**src/rtl/z16_pkg.sv**
```systemverilog
// Shared opcode map, ALU control codes and instruction field positions
// for the Z16 16-bit instruction format.
package z16_pkg;

  typedef enum logic [3:0] {
    OP_R_FIRST = 4'h0,
    OP_R_LAST  = 4'h8,
    OP_ADDI    = 4'h9,
    OP_LOAD    = 4'hA,
    OP_STORE   = 4'hB,
    OP_JAL     = 4'hC,
    OP_JRL     = 4'hD,
    OP_BRANCH  = 4'hE,
    OP_ILLEGAL = 4'hF
  } opcode_e;

  typedef enum logic [3:0] {
    ALU_ADD = 4'h0,
    ALU_CMP = 4'h4
  } alu_ctrl_e;

  localparam int OPC_W    = 4;
  localparam int ALU_W    = 4;
  localparam int OPC_LSB  = 0;
  localparam int RD_LSB   = 4;
  localparam int RS1_LSB  = 8;
  localparam int RS2_LSB  = 12;
  localparam int IMM8_LSB = 8;
  localparam int IMM8_W   = 8;
  localparam int IMM4_LSB = 12;
  localparam int IMM4_W   = 4;

endpackage

```
**src/rtl/z16_decode_comb.sv**
```systemverilog
// Purely combinational field extraction and control decode of one Z16 instruction.
module z16_decode_comb
  import z16_pkg::*;
#(
  parameter int DATA_W = 16,
  parameter int REG_AW = 4
) (
  input  logic                     instr_in,
  input  logic [DATA_W-1:0]        instr,
  output logic [OPC_W-1:0]         opecode,
  output logic [REG_AW-1:0]        rd_addr,
  output logic [REG_AW-1:0]        rs1_addr,
  output logic [REG_AW-1:0]        rs2_addr,
  output logic signed [DATA_W-1:0] imm,
  output logic                     rd_wen,
  output logic                     mem_wen,
  output logic                     mem_ren,
  output logic                     jump,
  output logic                     branch,
  output logic                     illegal,
  output logic [ALU_W-1:0]         alu_ctrl
);

  function automatic logic signed [DATA_W-1:0] sext8(input logic signed [IMM8_W-1:0] f);
    return {{(DATA_W-IMM8_W){f[IMM8_W-1]}}, f};
  endfunction

  function automatic logic signed [DATA_W-1:0] sext4(input logic signed [IMM4_W-1:0] f);
    return {{(DATA_W-IMM4_W){f[IMM4_W-1]}}, f};
  endfunction

  always_comb begin
    opecode  = instr[OPC_LSB +: OPC_W];
    rd_addr  = instr[RD_LSB  +: REG_AW];
    rs1_addr = instr[RS1_LSB +: REG_AW];
    rs2_addr = instr[RS2_LSB +: REG_AW];
    imm      = '0;
    rd_wen   = 1'b0;
    mem_wen  = 1'b0;
    mem_ren  = 1'b0;
    jump     = 1'b0;
    branch   = 1'b0;
    illegal  = 1'b0;
    alu_ctrl = ALU_ADD;
    case (opecode)
      OP_ADDI: begin
        // ADDI is two-operand: the destination is also the source
        rd_wen   = 1'b1;
        rs1_addr = instr[RD_LSB +: REG_AW];
        imm      = sext8(instr[IMM8_LSB +: IMM8_W]);
      end
      OP_LOAD: begin
        rd_wen  = 1'b1;
        mem_ren = 1'b1;
        imm     = sext4(instr[IMM4_LSB +: IMM4_W]);
      end
      OP_STORE: begin
        mem_wen = 1'b1;
        imm     = sext4(instr[IMM4_LSB +: IMM4_W]);
      end
      OP_JAL: begin
        jump   = 1'b1;
        rd_wen = 1'b1;
        imm    = sext8(instr[IMM8_LSB +: IMM8_W]);
      end
      OP_JRL: begin
        jump   = 1'b1;
        rd_wen = 1'b1;
      end
      OP_BRANCH: begin
        branch   = 1'b1;
        alu_ctrl = ALU_CMP;
        imm      = sext4(instr[IMM4_LSB +: IMM4_W]);
      end
      OP_ILLEGAL: illegal = 1'b1;
      default: begin
        rd_wen   = 1'b1;
        alu_ctrl = opecode;
      end
    endcase
  end

endmodule

```
**src/rtl/z16_pipe_decoder.sv**
```systemverilog
// Registered Z16 decoder stage with valid/ready handshakes, a 1-entry skid
// buffer so o_ready never depends on i_ready, flush, and an illegal counter.
module z16_pipe_decoder
  import z16_pkg::*;
#(
  parameter int DATA_W    = 16,
  parameter int REG_AW    = 4,
  parameter int ILL_CNT_W = 8
) (
  input  logic                 i_clk,
  input  logic                 i_rst,
  input  logic                 i_flush,
  input  logic                 i_valid,
  input  logic [DATA_W-1:0]    i_instr,
  output logic                 o_ready,
  output logic                 o_valid,
  input  logic                 i_ready,
  output logic [OPC_W-1:0]     o_opecode,
  output logic [REG_AW-1:0]    o_rd_addr,
  output logic [REG_AW-1:0]    o_rs1_addr,
  output logic [REG_AW-1:0]    o_rs2_addr,
  output logic [DATA_W-1:0]    o_imm,
  output logic                 o_rd_wen,
  output logic                 o_mem_wen,
  output logic                 o_mem_ren,
  output logic                 o_jump,
  output logic                 o_branch,
  output logic                 o_illegal,
  output logic [ALU_W-1:0]     o_alu_ctrl,
  output logic [ILL_CNT_W-1:0] o_ill_cnt
);

  function automatic logic [ILL_CNT_W-1:0] sat_inc(input logic [ILL_CNT_W-1:0] c);
    return (&c) ? c : c + 1'b1;
  endfunction

  logic [DATA_W-1:0]        skid_instr_p0, dec_instr_p0;
  logic                     skid_full_p0, ready_p0;
  logic                     in_fire, out_fire, load_out;
  logic [OPC_W-1:0]         d_opecode;
  logic [REG_AW-1:0]        d_rd, d_rs1, d_rs2;
  logic signed [DATA_W-1:0] d_imm;
  logic                     d_rd_wen, d_mem_wen, d_mem_ren, d_jump, d_branch, d_illegal;
  logic [ALU_W-1:0]         d_alu_ctrl;

  logic                     vld_p1;
  logic [OPC_W-1:0]         opecode_p1;
  logic [REG_AW-1:0]        rd_p1, rs1_p1, rs2_p1;
  logic signed [DATA_W-1:0] imm_p1;
  logic                     rd_wen_p1, mem_wen_p1, mem_ren_p1, jump_p1, branch_p1, illegal_p1;
  logic [ALU_W-1:0]         alu_ctrl_p1;
  logic [ILL_CNT_W-1:0]     ill_cnt_p1;

  assign in_fire  = i_valid && ready_p0;
  assign out_fire = vld_p1 && i_ready;
  assign load_out = !vld_p1 || i_ready;

  // Stage p0: the skid entry is older than the input, so it is decoded first
  assign dec_instr_p0 = skid_full_p0 ? skid_instr_p0 : i_instr;

  z16_decode_comb #(.DATA_W(DATA_W), .REG_AW(REG_AW)) u_decode (
    .instr_in (1'b0),
    .instr    (dec_instr_p0),
    .opecode  (d_opecode),
    .rd_addr  (d_rd),
    .rs1_addr (d_rs1),
    .rs2_addr (d_rs2),
    .imm      (d_imm),
    .rd_wen   (d_rd_wen),
    .mem_wen  (d_mem_wen),
    .mem_ren  (d_mem_ren),
    .jump     (d_jump),
    .branch   (d_branch),
    .illegal  (d_illegal),
    .alu_ctrl (d_alu_ctrl)
  );

  // Stage p1: output register, skid buffer and illegal counter
  always_ff @(posedge i_clk or posedge i_rst) begin
    if (i_rst) begin
      ready_p0      <= 1'b0;
      skid_full_p0  <= 1'b0;
      skid_instr_p0 <= '0;
      vld_p1        <= 1'b0;
      opecode_p1    <= '0;
      rd_p1         <= '0;
      rs1_p1        <= '0;
      rs2_p1        <= '0;
      imm_p1        <= '0;
      rd_wen_p1     <= 1'b0;
      mem_wen_p1    <= 1'b0;
      mem_ren_p1    <= 1'b0;
      jump_p1       <= 1'b0;
      branch_p1     <= 1'b0;
      illegal_p1    <= 1'b0;
      alu_ctrl_p1   <= '0;
      ill_cnt_p1    <= '0;
    end else begin
      if (out_fire && illegal_p1) ill_cnt_p1 <= sat_inc(ill_cnt_p1);
      if (i_flush) begin
        vld_p1       <= 1'b0;
        skid_full_p0 <= 1'b0;
        ready_p0     <= 1'b1;
      end else if (load_out) begin
        vld_p1       <= skid_full_p0 || in_fire;
        skid_full_p0 <= 1'b0;
        ready_p0     <= 1'b1;
        if (skid_full_p0 || in_fire) begin
          opecode_p1  <= d_opecode;
          rd_p1       <= d_rd;
          rs1_p1      <= d_rs1;
          rs2_p1      <= d_rs2;
          imm_p1      <= d_imm;
          rd_wen_p1   <= d_rd_wen;
          mem_wen_p1  <= d_mem_wen;
          mem_ren_p1  <= d_mem_ren;
          jump_p1     <= d_jump;
          branch_p1   <= d_branch;
          illegal_p1  <= d_illegal;
          alu_ctrl_p1 <= d_alu_ctrl;
        end
      end else if (in_fire) begin
        skid_instr_p0 <= i_instr;
        skid_full_p0  <= 1'b1;
        ready_p0      <= 1'b0;
      end
    end
  end

  assign o_ready    = ready_p0;
  assign o_valid    = vld_p1;
  assign o_opecode  = opecode_p1;
  assign o_rd_addr  = rd_p1;
  assign o_rs1_addr = rs1_p1;
  assign o_rs2_addr = rs2_p1;
  assign o_imm      = imm_p1;
  assign o_rd_wen   = rd_wen_p1;
  assign o_mem_wen  = mem_wen_p1;
  assign o_mem_ren  = mem_ren_p1;
  assign o_jump     = jump_p1;
  assign o_branch   = branch_p1;
  assign o_illegal  = illegal_p1;
  assign o_alu_ctrl = alu_ctrl_p1;
  assign o_ill_cnt  = ill_cnt_p1;

endmodule

```
**config.mk**
```make
export PLATFORM = sky130hd
export DESIGN_NAME = z16_pipe_decoder
export DESIGN_NICKNAME = d
export VERILOG_FILES = /design/src/rtl/z16_pkg.sv /design/src/rtl/z16_decode_comb.sv /design/src/rtl/z16_pipe_decoder.sv
export SDC_FILE = /design/constraint.sdc
export NUM_CORES = 1
export LEC_CHECK = 0
export BUFFER_PORTS_ARGS = -buffer_cell sky130_fd_sc_hd__buf_4
export CORE_MARGIN = 3
export CORE_UTILIZATION = 50
export DETAILED_ROUTE_END_ITERATION = 6
export MAX_ROUTING_LAYER = met4
export PLACE_DENSITY = 0.77
export SETUP_SLACK_MARGIN = 0.15
export SYNTH_ARGS = -nofsm -noshare
export SYNTH_HDL_FRONTEND = slang
export SYNTH_HIERARCHICAL = 1
export SYNTH_SLANG_ARGS = --single-unit
export TNS_END_PERCENT = 100
```
**constraint.sdc**
```tcl
create_clock -name i_clk -period 2.1 [get_ports i_clk]
set_input_delay 0.42 -clock i_clk [delete_from_list [all_inputs] [get_ports i_clk]]
set_output_delay 0.42 -clock i_clk [all_outputs]
set_load 0.05 [all_outputs]
```
==> results_dict.tcl <==
set metrics [dict create \
    required_ns 2.33 \
    arrival_ns 2.12 \
    syn_nets 280 \
    rr_worst_depth 4 \
    cts_tree "yes" \
    cts_buffers 9 \
    hold_path.class "input port to asynchronous set/reset pin" \
    drv_cap 0 \
    io_pins 73 \
    fin_nets 344 \
    status "completed" \
    min_period_ns 1.89 \
    grt_pass1_vias 2173 \
    end_kind "flip-flop" \
    place_congestion 0.820 \
    internal_power_mw 2.58 \
    r2r_end "o_rs1_addr[0]$_DFFE_PP0P_" \
    met3_length_um 329 \
    rsz0062_at_grt "false" \
    p_clk_share_pct 25.7 \
    core_um2 6570 \
    finalSetupViolCount 0 \
    overflow 0 \
    layout_common_cells "buf_4 (82), dfrtp_1 (68), mux2_2 (55)" \
    wl_per_cell_um 15.8 \
    synthToLayoutAreaGrowth_pct 20.6 \
    yosys_warnings 6 \
    switching_power_mw 1.37 \
    p_per_area_nw_per_um2 940 \
    totalWireLength_mm 6.64 \
    place_hpwl_mm 4.69 \
    drc_errors 0 \
    worstSkewPairLatency_ns 0.34 \
    critPathMaxFanout 8 \
    ant_nets 0 \
    htreeDepth 3 \
    vdd_drop_max_mv 0.603 \
    final_common_cell "buf_4" \
    grt_pass1_wl_mm 10.6 \
    drive_gt1_share_pct 59.2 \
    hold_viol 0 \
    grt_max_degree 70 \
    placementRows 29 \
    antenna_cells 0 \
    die_h_um 89.5 \
    dr_wl_met2_mm 3.15 \
    fin_setup_tns_ns 0 \
    syn_inst 258 \
    synth_area_um2 3490 \
    top_layer "met4" \
    r2r_slack_ns 0.21 \
    path_clk_slew_ns 0.07 \
    period_share_pct 89.9 \
    finalPower_mw 3.95 \
    drt_iter0_drc 104 \
    cts_sinks 69 \
    portBuffers 72 \
    fin_util_pct 64.0 \
    worst_slew_pin_slew_ns 0.370 \
    power_frac_seq_pct 42.7 \
    cts_root_buf "clkbuf_8" \
    syn_avg_cell_area_um2 13.5 \
    slew_headroom_pct 75.3 \
    cp-start-kind "flip-flop" \
    drt_pass1_iterations 4 \
    p_leak_nw 1.96 \
    clock_path_buffers 2 \
    start_util_pct 53.1 \
    grt_use_total_pct 18.4 \
    rr_startpoint "skid_full_p0$_DFFE_PP0P_" \
    sw_frac_of_total_pct 34.7 \
    final-max-slew-violation-count 0 \
    dieArea_um2 8010 \
    viasPerCell 5.17 \
    path_class "flip-flop to flip-flop" \
    met1Wirelength_mm 3.02 \
    max_freq_mhz 530 \
    final_cells 419 \
    dieWidth_um 89.5 \
    antenna_found_initial 0 \
    clock-skew-final_ns 0.00640 \
    combPwrFrac_pct 31.6 \
    holdBufCountCts 0 \
    vias 2166 \
    dp_cells 401 \
]
per-stage QoR:
| step | setup slack (ns) | hold WS, ns | instance area [um^2] |
|---|---|---|---|
| 2_1_floorplan | 0.183 | 0.475 | 3510 |
| 3_3_place_gp | 0.155 | 0.484 | 3990 |
| 3_5_place_dp | 0.115 | 0.492 | 3990 |
| 4_1_cts | 0.179 | 0.176 | 4170 |
| 5_1_grt | 0.162 | 0.186 | 4200 |
| 6_report | 0.213 | 0.152 | 4200 |
worst max-delay path by stage:
stage | startpoint | to | depth (start not counted)
2_1_floorplan | skid_full_p0$_DFFE_PP0P_ | o_rs1_addr[0]$_DFFE_PP0P_ | 5
3_3_place_gp | skid_full_p0$_DFFE_PP0P_ | o_rs1_addr[0]$_DFFE_PP0P_ | 4
3_5_place_dp | skid_full_p0$_DFFE_PP0P_ | o_rs1_addr[0]$_DFFE_PP0P_ | 4
4_1_cts | skid_full_p0$_DFFE_PP0P_ | o_rs1_addr[0]$_DFFE_PP0P_ | 4
5_1_grt | skid_full_p0$_DFFE_PP0P_ | o_imm[5]$_DFFE_PP0P_ | 5
6_report | skid_full_p0$_DFFE_PP0P_ | o_rs1_addr[0]$_DFFE_PP0P_ | 4
layout make-up:
cell class	count	area (um^2)
Sequential cell	69	1730
Clock inverter	5	52.6
Inverter	6	26.3
Multi-Input combinational cell	152	1500
Timing Repair Buffer	84	656
Clock buffer	10	128
Fill cell	518	2360
Tap cell	93	116
sequential cells by signal (all words and copies together), names as in the netlist, 4 cells and up:
name / flops
o_imm: 16
skid_instr_p0: 16
o_ill_cnt: 8
o_alu_ctrl: 4
o_opecode: 4
o_rd_addr: 4
o_rs1_addr: 4
o_rs2_addr: 4
metal layers:
layer	global-route usage (%)	up-vias
met5	-	-
met4	8.66	0
met3	4.79	13
met2	27.8	53
met1	23.0	1074
li1	-	1026
worst max-delay path, stage by stage, from the launching register on:
cell      delay [ns]
dfrtp_2         0.46
mux2_2          0.37
and4bb_4        0.37
mux2_4          0.31
mux2_2          0.26
power groups by stage:
stage	Clock, mW	Sequential, mW	Combinational (mW)
floorplan	0	2.18	0.438
global placement	0	1.70	1.24
detailed placement	0	1.71	1.26
CTS	1.05	1.69	1.26
global route	1.11	1.72	1.32
finish	1.01	1.69	1.25
timing repair:
action,in CTS,in global routing
pin swaps,0,2
gates resized for setup,1,2
buffers inserted,0,3
endpoints found under the setup margin,13,13
Note: power is estimated with default switching activity, not from simulation.
